**config.mk**
```make
export PLATFORM = sky130hd
export DESIGN_NAME = branch_ctrl
export DESIGN_NICKNAME = d
export VERILOG_FILES = /design/src/rtl/branch_ctrl.sv
export SDC_FILE = /design/constraint.sdc
export NUM_CORES = 1
export LEC_CHECK = 0
export ABC_AREA = 1
export CORE_UTILIZATION = 44
export CTS_CLUSTER_DIAMETER = 40
export DETAILED_ROUTE_END_ITERATION = 6
export PLACE_DENSITY = 0.79
export SYNTH_ARGS = -nofsm -noshare
export SYNTH_HDL_FRONTEND = slang
export SYNTH_SLANG_ARGS = --single-unit
```
**constraint.sdc**
```tcl
create_clock -name clk -period 2.5 [get_ports clk]
set_input_delay 0.5 -clock clk [delete_from_list [all_inputs] [get_ports clk]]
set_output_delay 0.5 -clock clk [all_outputs]
set_load 0.01 [all_outputs]
```
**src/rtl/branch_ctrl.sv**
```systemverilog
// branch_ctrl: ID-stage branch sequencing for the beq/bne comparator.
// Detects RAW hazards on the comparator operands against EX/MEM, stalls
// IF/ID while a producer is still in flight, selects the MEM forwarding
// path, turns the comparator result into pc_src/if_flush and keeps
// saturating branch/taken counters.
//
// Stall timing: the first ID cycle of a hazarded branch is itself a stall
// cycle. An ALU result in EX or a load in MEM costs exactly that one bubble;
// the branch is re-evaluated in IDLE next cycle, where the producer has
// moved on (ALU result now in MEM and forwarded, load now in WB and written
// through the regfile). A load in EX needs a second bubble, which is held
// in STALL2 without looking at the hazard inputs, after which IDLE
// re-evaluates and resolves.
module branch_ctrl #(
  parameter int          CNT_W  = 16,
  parameter logic [5:0]  OP_BEQ = 6'b000100,
  parameter logic [5:0]  OP_BNE = 6'b000101
) (
  input  logic             clk,
  input  logic             rst_n,
  input  logic             id_valid,
  input  logic [5:0]       id_op,
  input  logic [4:0]       id_rs,
  input  logic [4:0]       id_rt,
  input  logic             ex_we,
  input  logic [4:0]       ex_wreg,
  input  logic             ex_load,
  input  logic             mem_we,
  input  logic [4:0]       mem_wreg,
  input  logic             mem_load,
  input  logic             cmpout,
  output logic [1:0]       fwd_a,
  output logic [1:0]       fwd_b,
  output logic             stall,
  output logic             pc_src,
  output logic             if_flush,
  output logic [CNT_W-1:0] branch_cnt,
  output logic [CNT_W-1:0] taken_cnt
);

  typedef enum logic {S_IDLE = 1'b0, S_STALL2 = 1'b1} state_t;

  state_t           state_q, state_d;
  logic [CNT_W-1:0] branch_cnt_q, branch_cnt_d;
  logic [CNT_W-1:0] taken_cnt_q, taken_cnt_d;
  logic             is_br;
  logic             resolve;
  logic [1:0]       need_a, need_b, need;

  // Bubbles still required before operand r is available in ID
  function automatic logic [1:0] need_of(input logic [4:0] r);
    logic [1:0] n;
    n = 2'd0;
    if (r != 5'd0) begin
      if (ex_we && ex_load && ex_wreg == r)
        n = 2'd2;
      else if ((ex_we && !ex_load && ex_wreg == r) ||
               (mem_we && mem_load && mem_wreg == r))
        n = 2'd1;
    end
    return n;
  endfunction

  // MEM ALU result can be forwarded straight into the comparator
  function automatic logic [1:0] fwd_of(input logic [4:0] r);
    return (r != 5'd0 && mem_we && !mem_load && mem_wreg == r) ? 2'd1 : 2'd0;
  endfunction

  // Hazard evaluation; the worse operand decides
  always_comb begin
    is_br  = id_valid && (id_op == OP_BEQ || id_op == OP_BNE);
    need_a = need_of(id_rs);
    need_b = need_of(id_rt);
    need   = (need_a > need_b) ? need_a : need_b;
  end

  // State register
  always_ff @(posedge clk or negedge rst_n) begin
    if (!rst_n) state_q <= S_IDLE;
    else        state_q <= state_d;
  end

  // Next state: only a load in EX needs the extra held bubble
  always_comb begin
    state_d = state_q;
    case (state_q)
      S_IDLE:   if (is_br && need == 2'd2) state_d = S_STALL2;
      S_STALL2: state_d = S_IDLE;
      default:  state_d = S_IDLE;
    endcase
  end

  // Outputs, forced low while reset is asserted
  always_comb begin
    stall    = 1'b0;
    pc_src   = 1'b0;
    if_flush = 1'b0;
    fwd_a    = 2'd0;
    fwd_b    = 2'd0;
    resolve  = 1'b0;
    if (rst_n) begin
      case (state_q)
        S_IDLE: begin
          if (is_br) begin
            if (need != 2'd0) begin
              stall = 1'b1;
            end else begin
              resolve  = 1'b1;
              fwd_a    = fwd_of(id_rs);
              fwd_b    = fwd_of(id_rt);
              pc_src   = cmpout;
              if_flush = cmpout;
            end
          end
        end
        S_STALL2: stall = 1'b1;
        default:  stall = 1'b0;
      endcase
    end
  end

  // Saturating performance counters, bumped on each resolve
  always_comb begin
    branch_cnt_d = branch_cnt_q;
    taken_cnt_d  = taken_cnt_q;
    if (resolve && branch_cnt_q != {CNT_W{1'b1}})
      branch_cnt_d = branch_cnt_q + 1'b1;
    if (resolve && cmpout && taken_cnt_q != {CNT_W{1'b1}})
      taken_cnt_d = taken_cnt_q + 1'b1;
  end

  // Counter registers
  always_ff @(posedge clk or negedge rst_n) begin
    if (!rst_n) begin
      branch_cnt_q <= '0;
      taken_cnt_q  <= '0;
    end else begin
      branch_cnt_q <= branch_cnt_d;
      taken_cnt_q  <= taken_cnt_d;
    end
  end

  assign branch_cnt = branch_cnt_q;
  assign taken_cnt  = taken_cnt_q;

endmodule
```
Word level (Yosys, flattened, before mapping):

Cells that the tools add are included.
W data, S select, Z words.

* register bits after elaboration: 33
* bits of input ports: 34
* output and inout port bits: 39
* word-level logic and storage cells: 75

* add/subtract/negate cells: 2
* $lt $le $gt $ge: 1
* eq/ne operators: 9
* muxes and demuxes: 31
* bitwise logic cells: 1
* reductions and logical operators: 28

Operator list (count)
* $add A16 B1 Y16 const B: 2
* $ne A16 B16 Y1 const B: 2
* $mux W1: 24
* $eq A5 B5 Y1: 4
* $logic_and A1 B1 Y1: 20
* $eq A6 B3 Y1 const B: 2
* $mux W2: 5
* $reduce_bool A5 Y1: 2
* $pmux W1 S2: 2
* $logic_or A1 B1 Y1: 3
* $eq A2 B2 Y1 const B: 1
* $gt A2 B2 Y1: 1
* $logic_not A1 Y1: 2
* $reduce_bool A2 Y1: 1
* $not A1 Y1: 1

Longest topological paths before layout:

Gate-level depths: netlist of the first run.

* depth after elaboration: 16
* mapped depth: 19
* depth with buffers taken out: 18

Worst setup path before layout of the first run:

OpenSTA, ideal clock, no wires.

* path type: input -> output
* start: input port ex_wreg[3]
* end: output port pc_src
* arrival time: 2.386 ns
* data required time: 2.000 ns
* setup slack: -0.386 ns
* cell stages on the path: 16
* buffers on the path: 1
* path through: inv_1 -> nand2_1 -> nand2_1 -> nor2_1 -> nand3_1 -> nor2_2 -> nor2_1 -> and2_1 -> ha_1 -> nand2_1 -> o21a_1 -> inv_1 -> nand3_2 -> nand3_4 -> nor3b_1 -> buf_4

* longest elaborated chain between the ends: 13
* elaborated cells on any way between the ends: 21
* classes of those cells: 1 x order compare; 2 x eq/ne; 11 x mux; 7 x reduce/logical

RTL lines
* start: declaration: line 26 `input logic [4:0] ex_wreg,`
* $eq A5 B5 Y1: line 55, 57
* $logic_and A1 B1 Y1: line 57 `else if ((ex_we && !ex_load && ex_wreg == r) ||`
* $logic_or A1 B1 Y1: line 57
* $mux W1: line 57
* $mux W2: line 55 `if (ex_we && ex_load && ex_wreg == r)`
* $mux W2: line 54 `if (r != 5'd0) begin`
* $gt A2 B2 Y1: line 74 `need = (need_a > need_b) ? need_a : need_b;`
* $mux W2 (*): line 74
* $reduce_bool A2 Y1 (*): line 105 `if (need != 2'd0) begin`
* $mux W1 (*) (4 in a row)
* end: declaration: line 35 `output logic pc_src,`

Every way passes the cells marked *; elsewhere a longest branch is shown, timed or not.

Final worst setup path of the first run:

* start: input port id_rs[3]
* end: output port fwd_b[0]

* longest elaborated chain between the ends: 13
* elaborated cells on any way between the ends: 17
* classes of those cells: 1 x order compare; 2 x eq/ne; 8 x mux; 6 x reduce/logical

RTL lines
* start: declaration: line 23 `input logic [4:0] id_rs,`
* $eq A5 B5 Y1, on equally long branches: line 55, 57, 58
* $logic_and A1 B1 Y1, on equally long branches: line 57, 58
* $logic_or A1 B1 Y1: line 57
* $mux W1: line 57
* $mux W2: line 55
* $mux W2 (*): line 54
* $gt A2 B2 Y1: line 74
* $mux W2 (*): line 74
* $reduce_bool A2 Y1 (*): line 105
* $mux W1 (*): line 105
* $mux W1 (*): line 104 `if (is_br) begin`
* $mux W1 (*): line 102 `case (state_q)`
* $mux W1 (*): line 101 `if (rst_n) begin`
* end: declaration: line 33 `output logic [1:0] fwd_b,`

Marked as above.

==> summary.md, run 1 <==
| Metric | Value |
|---|---|
| Upper clock frequency limit | 0.303 GHz |
| Clock tree root buffer cell | sky130_fd_sc_hd__clkbuf_8 |
| Die Span X | 79.8 um |
| Maximum VDD drop | ~290 uV |
| Maximum count of clock buffers along a single path | 2 |
| Cells after Synth | 410 |
| Area of the die | 6370 um2 |
| Number of global-route vias before repair | slightly above 3000 |
| Number of buffers and inverters on the critical path | 4 |
| Residual antenna-violating net count after detailed routing | 0 |
| Total count of hold-check failures in the final report | 0 |
| Sequential-to-total area share from yosys stat | 0.310 |
| Depth of the most critical reg-to-reg path | 11 |
| Clk Latency, worst-skew pair | around 300 ps |
| Pre-CTS setup slack | -1450 ps |
| Post-synthesis average cell area | 6.49 um2 |
| Reg2reg setup slack | 370 ps |
| 1st-iter DRT viols | 247 |
| Critical-path cell with the highest stage delay | sky130_fd_sc_hd__ha_1 |
| Inserted Diodes | 0 |
| Area share of the leading cell type in the synthesized netlist | 0.310 |
| Hold worst-path end | taken_cnt[15] |
| Leading cell types by total area after synthesis | sky130_fd_sc_hd__dfrtp_1 (31%), sky130_fd_sc_hd__nand2_1 (19%), sky130_fd_sc_hd__nand4_1 (9.4%) |
| EDFF count, synth | 0 |
| Maximum number of pins on one net before global-route repair | 34 |
| Most used standard cell by instance count after synthesis | sky130_fd_sc_hd__nand2_1 |
| Standard cell core area | 5680 um2 |
| Synthesis Warnings | 0 |
| Global-route wire length before repair | 13700 um |
| Delay of the slowest cell on the worst path | 300 ps |
| Critical path type | input port to primary output |
| Pwr per Cell Area | between 300 and 400 nW/um2 |
| Gpl congestion | 0.927 |
| Leading register cell type out of synthesis | sky130_fd_sc_hd__dfrtp_1 |
| Min-Delay Path Depth | 2 |
| Count of standard-cell rows | 27 |
| Fraction of final layout cells sized beyond drive strength 1 | 0.242 |
| Total Routed Length | a little under 9000 um |
| Critical path fanouts, max | 4 |
| Setup violation total in the final timing report | 37 |
| Routed vias/inst | about 5.4 |
| Maximum clock skew at final layout | 7.53 ps |
| Number of synthesized register bits | 33 |
| Clock transition at the registers of the reported paths | 60 ps |
| Startpoint kind of the worst setup timing path | input port |
| Max-slew violation count | 0 |
| Height of the chip | 79.8 um |
| Violated checks | setup timing |
| Placed cell count | 565 |
| TritonCTS clock tree | built |
| Congestion Overflow GR | 0 |
| Startpoint of the worst-slack reg-to-reg timing path | taken_cnt[0] |
| IO Port Bufs | about 70 |
| Count of clock tree sinks | 33 |
| Lkg Pwr | a little under 0.002 uW |
| Post-Synthesis Cell Area | 2660 um2 |
| Layout filler cell count | 457 |
| Number of primary I/O pins | 73 |
| Crit Reg-Reg Endpoint | taken_cnt[13] |
| Initial antenna violation count | 0 |
| Share of flip-flops with an asynchronous set or reset after synthesis | 1.00 |
| Largest area contributor in the synthesized netlist | sky130_fd_sc_hd__dfrtp_1 |
| Final min period | 3300 ps |
| Total number of vias | 3244 |
| Number of detailed-routing iterations run before antenna repair | 7 |
| Final worst setup slack | -800 ps |
| Hold path start | taken_cnt[15] |
| Outcome | finished, violations left |
| Aggregate negative setup slack | -14650 ps |
| Overall global routing resource usage | 0.279 |
| Starting density of the core | 0.469 |
| Period Utilization, post-route | 1.32 |
| Kind of cell adding the most delay to the critical path | simple AND/OR/NAND/NOR gates |
| CP endpoint kind | primary output |
| Htree depth | 2 |
| Final nets | 563 |
| Max Cap Violations | 0 |
| Detail Placement HPWL | 5490 um |
| Non-filler instance count after layout | 597 |
| DR DRC count | 0 |
| Quantity of hold-fixing buffers added after cts | 0 |
| Routed len/inst | roughly 15 um |
| Worst Path Required | 2000 ps |
| Path class of the lowest-slack min-delay path | register to register |
| Arrival time at the worst endpoint | 2800 ps |
| Clock buffers created by TritonCTS | 5 |
| Critical path origin | id_rs[3] |
| Layout Area Growth over Synthesis | 49.1% |
| Cells traversed along the worst timing path | buf_2, inv_2, nand2_1, nand2_1, nor2_2, nand3_1, nor2_2, nand2_1, ha_1, nor2_1, o21a_1, inv_2, nand3_4, nand3_4, nor2_4, nand3b_1, nor2_2, buf_2 |
| Commonest cells post-synth | sky130_fd_sc_hd__nand2_1 (135), sky130_fd_sc_hd__inv_1 (58), sky130_fd_sc_hd__nand4_1 (40) |
| RSZ-0062 raised after global routing | true |
| Unique cell type count in the Yosys netlist | 27 |
power breakdown:
part / leakage, uW / total, uW / internal (uW) / switching [uW]
combinational: 0.00142 / 283 / 142 / 141
sequential: 0.000459 / 552 / 541 / 11.3
clock: 0.0000585 / 538 / 325 / 213
total: 0.00194 / 1370 / 1010 / 365
worst reg2reg max path: stages (launching register included):
cell and delay (ps):
sky130_fd_sc_hd__dfrtp_1 420, sky130_fd_sc_hd__ha_1 230, sky130_fd_sc_hd__nand2_1 80, sky130_fd_sc_hd__nor2_1 70, sky130_fd_sc_hd__nand4_1 120, sky130_fd_sc_hd__nand2_1 110, sky130_fd_sc_hd__nor3_1 400, sky130_fd_sc_hd__nand3_1 170
sky130_fd_sc_hd__nor2_1 180, sky130_fd_sc_hd__nand4_1 120, sky130_fd_sc_hd__nand2_1 90, sky130_fd_sc_hd__nand2_1 50
flip-flops by register name (all words and copies together) (netlist names):
signal,cells
taken_cnt,16
state_q,1
branch_cnt,16
layout by cell type, fill, tap and decap left out:
cell type,n
sky130_fd_sc_hd__a21oi_2,1
sky130_fd_sc_hd__and2_1,1
sky130_fd_sc_hd__buf_2,9
sky130_fd_sc_hd__buf_4,50
sky130_fd_sc_hd__buf_6,10
sky130_fd_sc_hd__buf_8,2
sky130_fd_sc_hd__bufinv_16,1
sky130_fd_sc_hd__clkbuf_1,1
sky130_fd_sc_hd__clkbuf_2,2
sky130_fd_sc_hd__clkbuf_8,6
sky130_fd_sc_hd__clkdlybuf4s15_2,2
sky130_fd_sc_hd__clkdlybuf4s50_1,40
sky130_fd_sc_hd__conb_1,2
sky130_fd_sc_hd__dfrtp_1,33
sky130_fd_sc_hd__dlygate4sd2_1,5
sky130_fd_sc_hd__ha_1,5
sky130_fd_sc_hd__inv_1,50
sky130_fd_sc_hd__inv_2,11
sky130_fd_sc_hd__inv_6,1
sky130_fd_sc_hd__inv_8,1
sky130_fd_sc_hd__nand2_1,129
sky130_fd_sc_hd__nand2_2,5
sky130_fd_sc_hd__nand2_4,1
sky130_fd_sc_hd__nand3_1,25
sky130_fd_sc_hd__nand3_2,2
sky130_fd_sc_hd__nand3_4,2
sky130_fd_sc_hd__nand3b_1,2
sky130_fd_sc_hd__nand4_1,40
sky130_fd_sc_hd__nor2_1,26
sky130_fd_sc_hd__nor2_2,8
sky130_fd_sc_hd__nor2_4,6
sky130_fd_sc_hd__nor3_1,12
sky130_fd_sc_hd__nor3b_2,1
sky130_fd_sc_hd__nor4_1,3
sky130_fd_sc_hd__nor4_2,2
sky130_fd_sc_hd__o21a_1,1
sky130_fd_sc_hd__o21ai_1,4
sky130_fd_sc_hd__xnor2_1,6
sky130_fd_sc_hd__xnor2_2,4
sky130_fd_sc_hd__xor2_1,13
worst max-delay path by stage:
| stage | to | slack (ps) | cells past startpoint |
|---|---|---|---|
| 3_3_place_gp | fwd_b[0] | -1340 | 19 |
| 6_report | fwd_b[0] | -800 | 18 |
| 5_1_grt | fwd_a[0] | -850 | 18 |
| 3_5_place_dp | fwd_b[0] | -1450 | 19 |
| 4_1_cts | fwd_b[0] | -580 | 19 |
| 2_1_floorplan | fwd_a[0] | -270 | 18 |
cell type report:
cell class              instances  area [um2]  area share
clock buffers                   7        86.3      0.0218
well taps                      72        90.1      0.0227
multi-input cells             301        1650       0.415
flip-flops and latches         33         826       0.208
repair buffers                120        1040       0.262
inverters                      63         249      0.0627
clock inverters                 1        30.0     0.00757
per-layer routing:
layer  share of wire  track usage  wire length (um)
met1            0.38        0.324              3400
met2            0.50        0.497              4460
met3           0.062       0.0514               551
met4           0.049        0.125               438
met5               0            0                 0
through the flow:
step                 util  cell area (um2)  hold WS (ps)  total power, uW
floorplan               -             2690           204              647
global placement    0.632             3590           501              767
detailed placement  0.632             3590           503              773
CTS                 0.687             3900           520             1350
global route        0.699             3970           570             1420
finish              0.699             3970           518             1370
repair_timing:
item,CTS,global route
pin swaps,36,17
endpoints found under the setup margin,37,37
cloned,0,0
resized for setup,132,16
buffers inserted,22,3
logic make-up (layout without fill, tap and decap cells):
| family | count (synthesis) | in the layout | share of synthesized area |
|---|---|---|---|
| compound gates | 6 | 6 | 0.0122 |
| xor+xnor | 23 | 23 | 0.0757 |
| fa+ha+maj | 5 | 5 | 0.0235 |
| buf+inv | 77 | 191 | 0.122 |
| flops | 33 | 33 | 0.310 |
| other cells | 1 | 2 | 0.00141 |
| simple gates | 265 | 265 | 0.455 |
No activity file was read; power rests on OpenSTA's default activity.
==> inputs of run 2 (changes only) <==
- SKIP_LAST_GASP: not set -> 1
==> results of run 2 <==
Same layout as run 1: the final DEF is identical, and so are final timing and power.
